==> config.mk <==
export PLATFORM = sky130hd
export DESIGN_NAME = mac_inverse_div
export DESIGN_NICKNAME = d
export VERILOG_FILES = /design/src/rtl/mac_inverse_div.sv
export SDC_FILE = /design/constraint.sdc
export NUM_CORES = 1
export LEC_CHECK = 0
export CAP_MARGIN = 5
export CELL_PAD_IN_SITES_DETAIL_PLACEMENT = 1
export CELL_PAD_IN_SITES_GLOBAL_PLACEMENT = 1
export CORE_MARGIN = 2
export CORE_UTILIZATION = 44
export DETAILED_ROUTE_END_ITERATION = 8
export PLACE_DENSITY = 0.85
export SLEW_MARGIN = 0
export SYNTH_ARGS = -nofsm -noshare
export SYNTH_HDL_FRONTEND = slang
export SYNTH_SLANG_ARGS = --single-unit
==> constraint.sdc <==
create_clock -name clk -period 4.06 [get_ports clk]
set_clock_uncertainty 0.05 [all_clocks]
set_input_delay 1.218 -clock clk [delete_from_list [all_inputs] [get_ports clk]]
set_output_delay 1.218 -clock clk [all_outputs]
set_load 0.1 [all_outputs]
==> src/rtl/mac_inverse_div.sv <==
// rtl/mac_inverse_div.sv - recovers A and remainder from a MAC result D = A*B + C
// Multi-cycle restoring divider computing (D-C)/B with a start/busy/done handshake.
module mac_inverse_div #(
    parameter int Width = 8
) (
    input  logic               clk,
    input  logic               reset,
    input  logic               start,
    input  logic [2*Width-1:0] D_IN,
    input  logic [Width-1:0]   B4,
    input  logic [Width-1:0]   C4,
    output logic               busy,
    output logic               done,
    output logic [Width-1:0]   A_OUT,
    output logic [Width-1:0]   R_OUT,
    output logic [1:0]         err
);
    localparam int CW = (Width > 1) ? $clog2(Width) : 1;

    localparam logic [1:0] ERR_OK   = 2'd0;
    localparam logic [1:0] ERR_DIVZ = 2'd1;
    localparam logic [1:0] ERR_NEG  = 2'd2;
    localparam logic [1:0] ERR_OVF  = 2'd3;

    typedef enum logic [1:0] {
        S_IDLE,
        S_SUB,
        S_DIV,
        S_DONE
    } state_t;

    state_t state, state_nxt;

    logic [2*Width-1:0] d_r;
    logic [Width-1:0]   b_r;
    logic [Width-1:0]   c_r;
    logic [Width-1:0]   rem_r;
    logic [Width-1:0]   lo_r;
    logic [CW-1:0]      cnt_r;
    logic [1:0]         err_r;

    logic [2*Width:0]   diff;
    logic [1:0]         sub_err;
    logic [Width:0]     trial;
    logic               trial_ge;
    logic [Width-1:0]   trial_sub;

    assign diff = {1'b0, d_r} - {{(Width+1){1'b0}}, c_r};

    always_comb begin
        sub_err = ERR_OK;
        if (b_r == '0)
            sub_err = ERR_DIVZ;
        else if (diff[2*Width])
            sub_err = ERR_NEG;
        else if (diff[2*Width-1:Width] >= b_r)
            sub_err = ERR_OVF;
    end

    // lo_r shifts dividend bits out at the top and quotient bits in at the bottom
    assign trial     = {rem_r, lo_r[Width-1]};
    assign trial_ge  = trial >= {1'b0, b_r};
    assign trial_sub = trial[Width-1:0] - b_r;

    always_ff @(posedge clk or posedge reset) begin
        if (reset)
            state <= S_IDLE;
        else
            state <= state_nxt;
    end

    always_comb begin
        state_nxt = state;
        busy      = 1'b0;
        case (state)
            S_IDLE: if (start) state_nxt = S_SUB;
            S_SUB: begin
                busy      = 1'b1;
                state_nxt = (sub_err != ERR_OK) ? S_DONE : S_DIV;
            end
            S_DIV: begin
                busy = 1'b1;
                if (cnt_r == '0) state_nxt = S_DONE;
            end
            S_DONE: state_nxt = S_IDLE;
            default: state_nxt = S_IDLE;
        endcase
    end

    always_ff @(posedge clk or posedge reset) begin
        if (reset) begin
            d_r   <= '0;
            b_r   <= '0;
            c_r   <= '0;
            rem_r <= '0;
            lo_r  <= '0;
            cnt_r <= '0;
            err_r <= ERR_OK;
            done  <= 1'b0;
            A_OUT <= '0;
            R_OUT <= '0;
            err   <= ERR_OK;
        end else begin
            done <= (state == S_DONE);
            case (state)
                S_IDLE: begin
                    if (start) begin
                        d_r <= D_IN;
                        b_r <= B4;
                        c_r <= C4;
                    end
                end
                S_SUB: begin
                    err_r <= sub_err;
                    cnt_r <= CW'(Width - 1);
                    if (sub_err != ERR_OK) begin
                        rem_r <= '0;
                        lo_r  <= '0;
                    end else begin
                        rem_r <= diff[2*Width-1:Width];
                        lo_r  <= diff[Width-1:0];
                    end
                end
                S_DIV: begin
                    rem_r <= trial_ge ? trial_sub : trial[Width-1:0];
                    lo_r  <= {lo_r[Width-2:0], trial_ge};
                    cnt_r <= cnt_r - 1'b1;
                end
                S_DONE: begin
                    A_OUT <= lo_r;
                    R_OUT <= rem_r;
                    err   <= err_r;
                end
                default: ;
            endcase
        end
    end
endmodule

* Yosys cells after proc, flatten, opt, wreduce, memory -nomap -nowiden
Cells that the tools add are included.
** Cells by class
- Add/subtract/negate cells :: 3
- $lt $le $gt $ge :: 2
- Equality and inequality tests :: 5
- Multiplexer cells :: 14
- Reduce and logical (&&, ||, !) cells :: 8
** Operators by type and width (number)
- case mux 8 bit (2 select lines) :: 2
- 2-to-1 mux 8 bit :: 3
- subtractor 16 x 8 -> 17 bit :: 1
- 2-to-1 mux 2 bit :: 5
- greater-or-equal comparator 9 x 8 -> 1 bit :: 1
- greater-or-equal comparator 8 bit :: 1
- zero test 8 bit :: 1
- case mux 2 bit (4 select lines) :: 1
- subtractor 8 bit :: 1
- case mux 3 bit (2 select lines) :: 1
- equality test 2 bit (second input constant) :: 2
- inequality test 2 bit (second input constant) :: 2
- AND reduction 2 bit :: 2
- nonzero test 2 bit :: 2
- zero test 3 bit :: 1
- subtractor 3 x 1 -> 3 bit (second input constant) :: 1
- equality test 2 x 1 -> 1 bit (second input constant) :: 1
- zero test 2 bit :: 1
- 2-to-1 mux 1 bit :: 2
- OR reduction 2 bit :: 1
** Word-level totals
- Register bits after elaboration :: 74
- Input port bits :: 35
- Output and inout bits :: 20
- Word-level logic and storage cells :: 44

* Depth between registers and ports, before layout
- Depth in word-level cells :: 8
- Mapped depth :: 16
- Depth with buffers taken out :: 15

* Worst setup path after synthesis
Ideal clock, no wire load.
- Path type :: flip-flop to flip-flop
- Start :: register d_r[7]
- End :: register rem_r[1]
- Library setup time :: 82 ps
- Arrival :: 3560 ps
- Data required time :: 3928 ps
- Path slack :: 368 ps
- Cell stages (with the launch flop) :: 14
- Buffers on the path :: 1
- Clock period less this slack :: 3692 ps
- Cell sequence :: dfrtp_1 ha_1 or4_4 or4_4 o31a_2 or2_2 ha_1 a41o_1 a21oi_1 o31ai_1 a211oi_2 buf_6 o21ai_0 a31oi_1
** On the way
- Word-level cells in the longest chain between the ends :: 8
** Ends and longest elaborated chain
- from (decl) :: RTL line 34 : logic [2*Width-1:0] d_r;
- from (signal assigned) :: RTL line 92 : d_r <= '0;
- from (signal assigned) :: RTL line 108 : d_r <= D_IN;
- subtractor 16 x 8 -> 17 bit * :: RTL line 48 : assign diff = {1'b0, d_r} - {{(Width+1){1'b0}}, c_r};
- greater-or-equal comparator 8 bit :: RTL line 56 : else if (diff[2*Width-1:Width] >= b_r)
- 2-to-1 mux 2 bit :: RTL line 56
- 2-to-1 mux 2 bit :: RTL line 54 : else if (diff[2*Width])
- 2-to-1 mux 2 bit :: RTL line 52 : if (b_r == '0)
- nonzero test 2 bit :: RTL line 116 : if (sub_err != ERR_OK) begin
- 2-to-1 mux 8 bit * :: RTL line 116
- case mux 8 bit (2 select lines) * :: RTL line 105 : case (state)
- to (signal assigned) :: RTL line 120 : rem_r <= diff[2*Width-1:Width];
- to (signal assigned) :: RTL line 125 : rem_r <= trial_ge ? trial_sub : trial[Width-1:0];
- to (decl) :: RTL line 37 : logic [Width-1:0] rem_r;
Mark *: on every way between the ends. The rest lies on a longest branch, timed or not.
A chain may end at the register's enable or synchronous reset.

* Worst setup path after layout
- Start :: register d_r[7]
- End :: register rem_r[0]
The elaborated chain is that of the path after synthesis.

==> flow_summary.ini <==
[run_status]
status = complete, no violations

[yosys]
yosys_warnings = 0
yosys_register_bits = 74
synth_ff_type = dfrtp_1
avgSynthCellArea_sq_um = 10.7
ys_seq_area_share_pct = 43.3
synth.top_cell.area_share_pct = 43.3
synth-edff-count = 0
synth_top_area_cell = dfrtp_1
async_flop_share_pct = 100
synthTopCellsByArea = dfrtp_1 43%, mux2_2 14%, ha_1 9.1%, inv_1 2.8%, a21oi_1 2.5%
synth_fp_nets = 469
synth_cell_types = 49
syn_inst = 401
syn-cell-area_sq_mm = 0.00428

[cells_and_area]
area_growth_syn_to_layout_pct = 24.9
mostFrequentLayoutCells = 74 x dfrtp_1, 52 x mux2_2, 47 x clkdlybuf4s50_1
layout-drive-gt1-share_pct = 25.6
final_common_cell = dfrtp_1
final_nets = 536
antennaDiodeCount = 0

[global_route]
grt_pass1_wl_mm = 17.6
grt_use_total_pct = 21.9
grt_pass1_vias = 3494
grt-ovfl-total = 0
grt_antenna_before_repair = 0
grt_max_degree = 44

[critical_path]
crit_arrival_ps = 4230
cp-start-kind = flop
end_kind = flop
crit_type = flop to flop
required_ps = 4300
path_max_fanout = 8
reg2regPathDepth = 13

[timing]
hold_viol = 0
setup_viol = 0
slew_headroom_pct = 34.9
fin_setup_tns_ps = 0
timing.final.crit_share_pct = 98.4
hold_slack_ps = 462
drv_slew = 0
max_freq_ghz = 0.250
min_period_ps = 3990
tightestPinTransition_ps = 974

[route]
dr.pass1.iters = 4
ant_nets = 0
drt-initial-drc-count = 124
wl_per_cell_um = 17.9
routed_wl_mm = 10.8
via_per_inst = 5.54
vias = 3336
drc = 0

[clocking]
h-tree-depth = 3
insertion_delay_ps = 370
root_buffer = clkbuf_8
cts_buffers = 9
cts_tree = done
cts_sinks = 74
clock_path_buffers = 2
path_clk_slew_ps = 90

[die]
dieArea_sq_mm = 0.0105
coreArea_sq_mm = 0.00933
io_pins = 55
start_util_pct = 45.9
fp-row-count = 35
die_x_um = 103
die_h_um = 103

[run]
max-cap-violations = 0

[placement]
hpwl_mm = 7.79
io_buffers = 54
place_congestion = 0.937

[min_path]
hold_class = flop to flop
whs_path_depth = 1
[cells in the mapped netlist, types with 4 or more instances]
master,n
mux2_2,52
o21a_1,11
xnor2_1,6
clkbuf_1,7
nor2_1,28
o21ai_0,13
a31oi_1,10
nor3_1,8
a21o_1,4
inv_1,32
or2_2,7
a21oi_1,21
ha_1,31
buf_1,5
nand2_1,17
nand2b_1,9
nand3_1,4
nor4_1,5
dfrtp_1,74
o211ai_1,5
[worst paths after layout]
kind,to,startpoint,slack (ps)
worst max-delay path,rem_r[0],d_r[7],70
worst min-delay path,R_OUT[2],R_OUT[2],460
worst max register to register,rem_r[0],d_r[7],70
worst min register to register,R_OUT[2],R_OUT[2],460
max in group asynchronous,rem_r[3],reset,2050
min in group asynchronous,c_r[3],reset,1230
[worst max-delay path, cell delays in order (launching register included)]
cell and delay (ps):
dfrtp_1 420, ha_4 190, or4_4 520, or4_4 530, nor4_1 460, or2_4 230, ha_4 210, a41o_1 230
a21oi_2 170, o31ai_4 100, a211oi_2 250, buf_4 230, o21ai_0 130, a31oi_1 190
[what timing repair did]
action,in CTS,in global routing
buffers inserted,0,4
pin swaps,1,6
hold buffers,0,0
gates resized for setup,3,10
cloned,0,0
setup endpoints to repair,10,17
[layer usage]
metal  track usage [%]  up-vias  wire, um
met1              29.4     1662      4820
met5                 0        -         0
met4              6.26        0       197
li1                  -     1580         -
met2              35.9       78      5280
met3              4.68       16       450
[area by class of cell]
type	count	area, sq um
clock inverter	6	96.3
sequential	74	1850
tap	129	161
timing repair buffer	69	652
clock buffer	10	138
fill	1008	3980
multi-input combinational	282	2320
inverter	32	120
[sequential cells by signal, summed over array words and instances, names as in the netlist]
name / flops
d_r: 16
A_OUT: 8
R_OUT: 8
b_r: 8
c_r: 8
lo_r: 8
rem_r: 8
cnt_r: 3
err: 2
err_r: 2
state: 2
done: 1
[logic make-up (layout without fill, tap and decap cells)]
family	Yosys count	after routing	synth area share (%)
adders and majority gates	33	33	10.0
xor gates and xnor gates	8	8	1.64
and+or+nand+nor	93	93	11.1
buffers and inverters	45	117	4.12
muxes	54	54	14.2
AOI/OAI and AO/OA	94	94	15.7
DFF	74	74	43.3
[per-stage QoR]
stage / area, sq um / util, % / setup slack (ps) / cells
after floorplan: 4280 / - / 368 / 401
after global placement: 5000 / 53.6 / 192 / 582
after detailed placement: 5000 / 53.6 / -7.91 / 582
after CTS: 5240 / 56.2 / 13.5 / 598
after global routing: 5340 / 57.3 / -34.3 / 602
final: 5340 / 57.3 / 66.0 / 602
Power is left out: the tool's default activity adds up to more than one toggle a clock period on the data nets, which glitch-free logic cannot reach.
